## config.mk

```make
export PLATFORM = sky130hd
export DESIGN_NAME = lsu_unit
export DESIGN_NICKNAME = d
export VERILOG_FILES = /design/src/rtl/lsu_unit.sv
export SDC_FILE = /design/constraint.sdc
export NUM_CORES = 1
export LEC_CHECK = 0
export BUFFER_PORTS_ARGS = -buffer_cell sky130_fd_sc_hd__buf_2
export CAP_MARGIN = 25
export CORE_MARGIN = 4
export CORE_UTILIZATION = 54
export CTS_BUF_LIST = sky130_fd_sc_hd__clkbuf_8
export DETAILED_ROUTE_END_ITERATION = 8
export PLACE_DENSITY = 0.93
export SLEW_MARGIN = 20
export SYNTH_ARGS = -nofsm -noshare
export SYNTH_HDL_FRONTEND = slang
export SYNTH_SLANG_ARGS = --single-unit
```

## constraint.sdc

```tcl
create_clock -name clk -period 7.19 [get_ports clk]
set_input_delay 1.438 -clock clk [delete_from_list [all_inputs] [get_ports clk]]
set_output_delay 1.438 -clock clk [all_outputs]
set_load 0.01 [all_outputs]
```

## src/rtl/lsu_unit.sv

```systemverilog
// Load/store unit: one outstanding byte/half/word access to a word-addressed memory,
// with lane steering for stores and lane extraction plus sign/zero extension for loads.
module lsu_unit #(
    parameter int WORD_SIZE = 32
) (
    input  logic                 clk,
    input  logic                 rst,
    input  logic                 req_valid,
    output logic                 req_ready,
    input  logic                 req_we,
    input  logic [2:0]           req_op,
    input  logic [WORD_SIZE-1:0] req_addr,
    input  logic [WORD_SIZE-1:0] req_wdata,
    input  logic [4:0]           req_rd,
    output logic                 rsp_valid,
    output logic                 rsp_err,
    output logic [WORD_SIZE-1:0] rsp_rdata,
    output logic [4:0]           rsp_rd,
    output logic                 mem_req,
    output logic                 mem_we,
    output logic [WORD_SIZE-1:0] mem_addr,
    output logic [3:0]           mem_be,
    output logic [WORD_SIZE-1:0] mem_wdata,
    input  logic                 mem_gnt,
    input  logic                 mem_rvalid,
    input  logic [WORD_SIZE-1:0] mem_rdata
);

    typedef enum logic [1:0] {IDLE, REQ, WAIT, RESP} state_t;

    state_t               state, state_next;
    logic                 lat_we;
    logic [2:0]           lat_op;
    logic [1:0]           lat_off;
    logic [4:0]           lat_rd;
    logic                 req_bad;
    logic [3:0]           be_calc;
    logic [WORD_SIZE-1:0] wdata_calc;
    logic [7:0]           sel_byte;
    logic [15:0]          sel_half;
    logic [WORD_SIZE-1:0] load_data;

    always_comb begin
        req_bad = 1'b0;
        case (req_op)
            3'b000:  req_bad = 1'b0;
            3'b001:  req_bad = req_addr[0];
            3'b010:  req_bad = (req_addr[1:0] != 2'b00);
            3'b100:  req_bad = req_we;
            3'b101:  req_bad = req_we | req_addr[0];
            default: req_bad = 1'b1;
        endcase
    end

    // Byte enables and store lanes depend only on access size, so op[1:0] is enough.
    always_comb begin
        be_calc    = 4'b1111;
        wdata_calc = req_wdata;
        case (req_op[1:0])
            2'b00: begin
                be_calc    = 4'b0001 << req_addr[1:0];
                wdata_calc = {4{req_wdata[7:0]}};
            end
            2'b01: begin
                be_calc    = 4'b0011 << req_addr[1:0];
                wdata_calc = {2{req_wdata[15:0]}};
            end
            default: begin
                be_calc    = 4'b1111;
                wdata_calc = req_wdata;
            end
        endcase
    end

    always_comb begin
        sel_byte = mem_rdata[7:0];
        case (lat_off)
            2'd0: sel_byte = mem_rdata[7:0];
            2'd1: sel_byte = mem_rdata[15:8];
            2'd2: sel_byte = mem_rdata[23:16];
            2'd3: sel_byte = mem_rdata[31:24];
            default: sel_byte = mem_rdata[7:0];
        endcase
        sel_half  = lat_off[1] ? mem_rdata[31:16] : mem_rdata[15:0];
        load_data = mem_rdata;
        case (lat_op)
            3'b000:  load_data = {{24{sel_byte[7]}}, sel_byte};
            3'b100:  load_data = {24'd0, sel_byte};
            3'b001:  load_data = {{16{sel_half[15]}}, sel_half};
            3'b101:  load_data = {16'd0, sel_half};
            default: load_data = mem_rdata;
        endcase
    end

    always_comb begin
        state_next = state;
        req_ready  = 1'b0;
        mem_req    = 1'b0;
        rsp_valid  = 1'b0;
        case (state)
            IDLE: begin
                req_ready = 1'b1;
                if (req_valid) state_next = req_bad ? RESP : REQ;
            end
            REQ: begin
                mem_req = 1'b1;
                if (mem_gnt) state_next = WAIT;
            end
            WAIT: begin
                if (mem_rvalid) state_next = RESP;
            end
            RESP: begin
                rsp_valid  = 1'b1;
                state_next = IDLE;
            end
            default: state_next = IDLE;
        endcase
    end

    // Memory-side fields are only loaded for legal requests, so an illegal one never disturbs them.
    always_ff @(posedge clk or posedge rst) begin
        if (rst) begin
            state     <= IDLE;
            lat_we    <= 1'b0;
            lat_op    <= 3'd0;
            lat_off   <= 2'd0;
            lat_rd    <= 5'd0;
            mem_we    <= 1'b0;
            mem_addr  <= '0;
            mem_be    <= 4'd0;
            mem_wdata <= '0;
            rsp_err   <= 1'b0;
            rsp_rdata <= '0;
            rsp_rd    <= 5'd0;
        end else begin
            state <= state_next;
            if (state == IDLE && req_valid) begin
                lat_we  <= req_we;
                lat_op  <= req_op;
                lat_off <= req_addr[1:0];
                lat_rd  <= req_rd;
                if (req_bad) begin
                    rsp_err   <= 1'b1;
                    rsp_rdata <= '0;
                    rsp_rd    <= 5'd0;
                end else begin
                    rsp_err   <= 1'b0;
                    mem_we    <= req_we;
                    mem_addr  <= {req_addr[WORD_SIZE-1:2], 2'b00};
                    mem_be    <= be_calc;
                    mem_wdata <= wdata_calc;
                end
            end
            if (state == WAIT && mem_rvalid) begin
                rsp_rdata <= lat_we ? '0 : load_data;
                rsp_rd    <= lat_we ? 5'd0 : lat_rd;
            end
        end
    end

endmodule

```

Yosys cells after proc, flatten, opt, wreduce, memory -nomap -nowiden
Cells that the tools add are included.
Storage, ports and cells
  flip-flop bits (word level): 118
  input port bits: 110
  logic and storage cells: 69
Operators by class
  equal/unequal tests: 17
  shift-type cells: 2
  mux-type cells: 23
  bitwise gates (word level): 2
  reductions and logical operators: 13
Operators with widths (count)
  two-way mux 32 bit: 4
  case mux 32 bit (4 select lines): 1
  case mux 32 bit (2 select lines): 1
  case mux 8 bit (4 select lines): 1
  two-way mux 5 bit: 4
  two-way mux 16 bit: 1
  == test 3 bit, second input constant: 4
  == test 2 bit, second input constant: 4
  two-way mux 2 bit: 4
  case mux 2 bit (4 select lines): 1
  case mux 4 bit (2 select lines): 1
  == test 2 x 1 -> 1 bit, second input constant: 3
  == test 3 x 1 -> 1 bit, second input constant: 2
  logical NOT 2 bit: 3
  logical NOT 3 bit: 2
  inequality test 2 bit, second input constant: 3
  nonzero test 2 bit: 3
  case mux 1 bit (5 select lines): 1
  two-way mux 1 bit: 4
  AND reduction 2 bit: 2
  left shift 1 x 2 -> 4 bit, first input constant: 1
  left shift 2 x 2 -> 4 bit, first input constant: 1
  == test 3 x 2 -> 1 bit, second input constant: 1
  AND reduction 3 bit: 1
  3 further kinds: 4

Logic depth before layout (Yosys ltp)
  depth in word-level cells: 5
  gate-level depth with buffers: 8
  depth with buffers taken out: 6

Least setup slack after synthesis
No wires, ideal clock.
  kind: input port to flip-flop
  start point: input port req_op[0]
  end point: register mem_addr[10]
  library setup time: 0.125 ns
  data arrival time: 2.912 ns
  slack: 4.153 ns
  cell stages on the path: 6
  buffers on the path: 3
  cell sequence: clkbuf_1 or4_4 a21o_1 buf_6 buf_6 mux2_4
Between the ends
  longest elaborated chain between the ends: 4
  elaborated cells on any way between the ends: 8
RTL lines
  start, declared: line 11  | input logic [2:0] req_op,
  == test 3 bit, or another cell as far along: line 45  | case (req_op)
  case mux 1 bit (5 select lines) (*): line 45
  NOT 1 bit (no source line) (*)
  AND reduction 2 bit (no source line) (*)
  end signal, assigned: line 149  | mem_addr <= {req_addr[WORD_SIZE-1:2], 2'b00};
  end, declared: line 21  | output logic [WORD_SIZE-1:0] mem_addr,
Every way passes the cells marked *; elsewhere a longest branch is shown, timed or not.
A chain may end at the register's enable or synchronous reset.

Worst setup path in the final report
  start point: input port req_op[1]
  end point: register mem_wdata[3]
Between the ends
  longest elaborated chain between the ends: 4
  elaborated cells on any way between the ends: 8
RTL lines
  == test 3 bit, or another cell as far along: line 45
  case mux 1 bit (5 select lines) (*): line 45
  NOT 1 bit (no source line) (*)
  AND reduction 2 bit (no source line) (*)
  end signal, assigned: line 151  | mem_wdata <= wdata_calc;
  end, declared: line 23  | output logic [WORD_SIZE-1:0] mem_wdata,
Marked as above.

==> summary.md <==
| Metric | Value |
|---|---|
| Status | `finished, final reports clean` |
| GRT Util Overall | `0.251` |
| Main synth FF type | `dfrtp_1` |
| Post CTS Setup Buffer Count | `0` |
| VDD IR max | `0.210 mV` |
| Crit-path max FO | `95` |
| Worst setup EP type | `register` |
| Final Slew Violations | `0` |
| DIE HEIGHT | `roughly 110 um` |
| Clk buf depth | `2` |
| Slowest cell on the critical path | `a21o_4` |
| Core ar. | `around 10000 um2` |
| Synthesis-stage register bit count | `118` |
| Hold Crit Depth | `2` |
| IO Pins | `220` |
| DP HPWL | `10.6 mm` |
| Root Driver | `clkbuf_8` |
| Initial antenna violation count | `0` |
| Slew margin rel. | `0.329` |
| Register area | `between 2000 and 3000 um2` |
| TritonCTS Buffers | `17` |
| Diodes inserted | `0` |
| Final Skew | `roughly 0.0073 ns` |
| Final period util | `0.455` |
| Vias per cell | `approximately 5.5` |
| Netlist cell types | `39` |
| Cell row count | `36` |
| Post-Synthesis Cells | `480` |
| CTS tree | `yes` |
| Synth Area per Inst | `approximately 11 um2` |
| Worst Path Buf+Inv | `1` |
| Vias in the first global route | `4638` |
| Worst reg2reg path depth | `6` |
| Fmax | `about 0.3 GHz` |
| DR DRC count | `0` |
| Top-area cell type share of the netlist area | `0.547` |
| Most frequent cells in the layout | `buf_2 (217), dfrtp_1 (118), nand2_1 (66)` |
| Area delta synth->final | `28.5%` |
| Setup TNS Final | `0 ns` |
| Post-route minimum period | `roughly 3.3 ns` |
| Routed WL per cell | `around 17 um` |
| Routed WL | `between 10 and 15 mm` |
| Vias | `around 4600` |
| Setup-failing EPs final | `0` |
| Pin count of the biggest net entering global routing | `96` |
| Critical path class | `input port to register` |
| Number of flops mapped to enable cells by yosys | `0` |
| Port bufs | `approximately 220` |
| Largest area contributor in the netlist | `dfrtp_1` |
| RSZ-0062 raised after global routing | `no` |
| Worst Tran Pin Value | `between 1 and 1.5 ns` |
| Yosys Warn Count | `0` |
| Initial core utilization | `0.552` |
| First-pass DRT Iterations | `5` |
| Post-synth ARST share | `1.00` |
| Iteration-0 DRC Markers | `between 200 and 300` |
| CP cell instances | `buf_2, a221o_1, a21o_4, mux2_2` |
| Largest stage delay on the critical path | `just under 0.8 ns` |
| Leak | `between 3 and 4 nW` |
| Hold Violations, Final | `0` |
| Leading post-synthesis cells by cell area | `dfrtp_1 (55%), mux2_2 (6.9%), mux2i_1 (5.9%)` |
| Final ANT Viol Nets | `0` |
| H-tree depth | `4` |
| Worst-Skew Late Latency | `about 0.42 ns` |
| Hold Path Class | `register to register` |
| CP Launch Type | `input port` |
| Final Wtd Congestion | `between 0.8 and 0.9` |
| Seq/Total Area, Yosys | `0.547` |
| WP data required | `7.49 ns` |
| Die W | `roughly 110 um` |
| Cts repair resizes | `0` |
| Commonest non-fill, non-tap cell in the layout | `buf_2` |
| Num Clock Sinks | `roughly 120` |
| # fillers | `706` |
| Fin nets | `803` |
| Synthesized area | `between 5000 and 6000 um2` |
| Cell Pwr Density | `415 nW/um2` |
| Reg clk slew, reported paths | `0.07 ns` |
| First-pass GRT wire length | `23.0 mm` |
| Max-cap violations | `0` |
| Multi-input gate area | `approximately 2300 um2` |
| Arr. time, crit path | `~3.6 ns` |
| CP top delay family | `compound AO/OA/AOI/OAI gates` |
| Stages on the worst setup path | `4` |
| Layout cells sized above 1 | `0.430` |
| Global route overflow | `0` |
| DIE AREA | `11700 um2` |
| Tot Pwr | `between 2 and 3 mW` |
| Hold buffers post-CTS | `0` |
[final cells by class]
cell class / count / area share
flip-flops and latches: 118 / 0.426
inverters: 10 / 0.00577
repair buffers: 220 / 0.163
clock inverters: 10 / 0.0153
clock buffers: 20 / 0.0397
multi-input cells: 322 / 0.327
well taps: 133 / 0.0240
[cell usage after synthesis (2+ instances only)]
library cell / count
a21o_1: 2
a21oi_1: 18
a22o_1: 22
buf_1: 3
buf_2: 5
buf_4: 2
buf_6: 3
clkbuf_1: 18
clkinv_1: 2
dfrtp_1: 118
ha_1: 4
inv_1: 8
mux2_2: 33
mux2_4: 14
mux2i_1: 32
nand2_1: 66
nand2b_1: 19
nand3_1: 2
nor2_1: 28
nor2b_1: 3
o211ai_1: 2
o21ai_0: 47
o221ai_1: 7
or3_1: 7
[stage by stage]
step	util	instance area (um2)	instances	hold slack, ns	setup slack, ns
5_1_grt	0.710	6940	833	0.488	3.80
6_report	0.710	6940	833	0.471	3.92
3_3_place_gp	0.668	6530	802	0.451	3.62
4_1_cts	0.707	6910	832	0.474	3.96
3_5_place_dp	0.668	6530	802	0.455	3.51
2_1_floorplan	-	5400	481	0.462	2.62
[worst min-delay path, delay by kind of cell (launching register included)]
family,cells,cell delay (ns)
flip-flops,1,0.34
AND/OR/NAND/NOR,2,0.10
[power breakdown]
| part | switching, mW | total [mW] | leakage (nW) | internal, mW |
|---|---|---|---|---|
| clock | 0.254 | 0.582 | 0.193 | 0.328 |
| sequential | 0.209 | 1.17 | 1.48 | 0.961 |
| combinational | 0.593 | 1.12 | 1.97 | 0.532 |
| total | 1.06 | 2.88 | 3.65 | 1.82 |
[sequential cells by signal, summed over array words and instances (netlist names)]
name       count
mem_wdata     32
rsp_rdata     32
mem_addr      30
lat_rd         5
rsp_rd         5
mem_be         4
lat_op         3
lat_off        2
state          2
lat_we         1
mem_we         1
rsp_err        1
[cells by family after synthesis]
| family | share of synthesized area |
|---|---|
| compound gates | 0.130 |
| fa+ha+maj | 0.00927 |
| buf+inv | 0.0352 |
| flops | 0.547 |
| mux | 0.171 |
| other cells | 0.000694 |
| simple gates | 0.107 |
[worst paths after layout]
kind                       slack (ns)     startpoint             to
setup / recovery                 3.92      req_op[1]   mem_wdata[3]
hold / removal                   0.47  rsp_rdata[10]  rsp_rdata[10]
setup reg to reg                 4.81       state[0]      rsp_rd[1]
hold reg to reg                  0.47  rsp_rdata[10]  rsp_rdata[10]
max in group asynchronous        4.83            rst      lat_rd[0]
min in group asynchronous        1.13            rst    mem_addr[8]
[routing by layer]
metal  vias up  share of wire  track usage
met1      2207           0.38        0.302
met4         0          0.025        0.117
met3        37          0.084       0.0621
li1       2102              -            -
met2       244           0.51        0.425
met5         -              0            0
(Power assumes the default switching activity.)
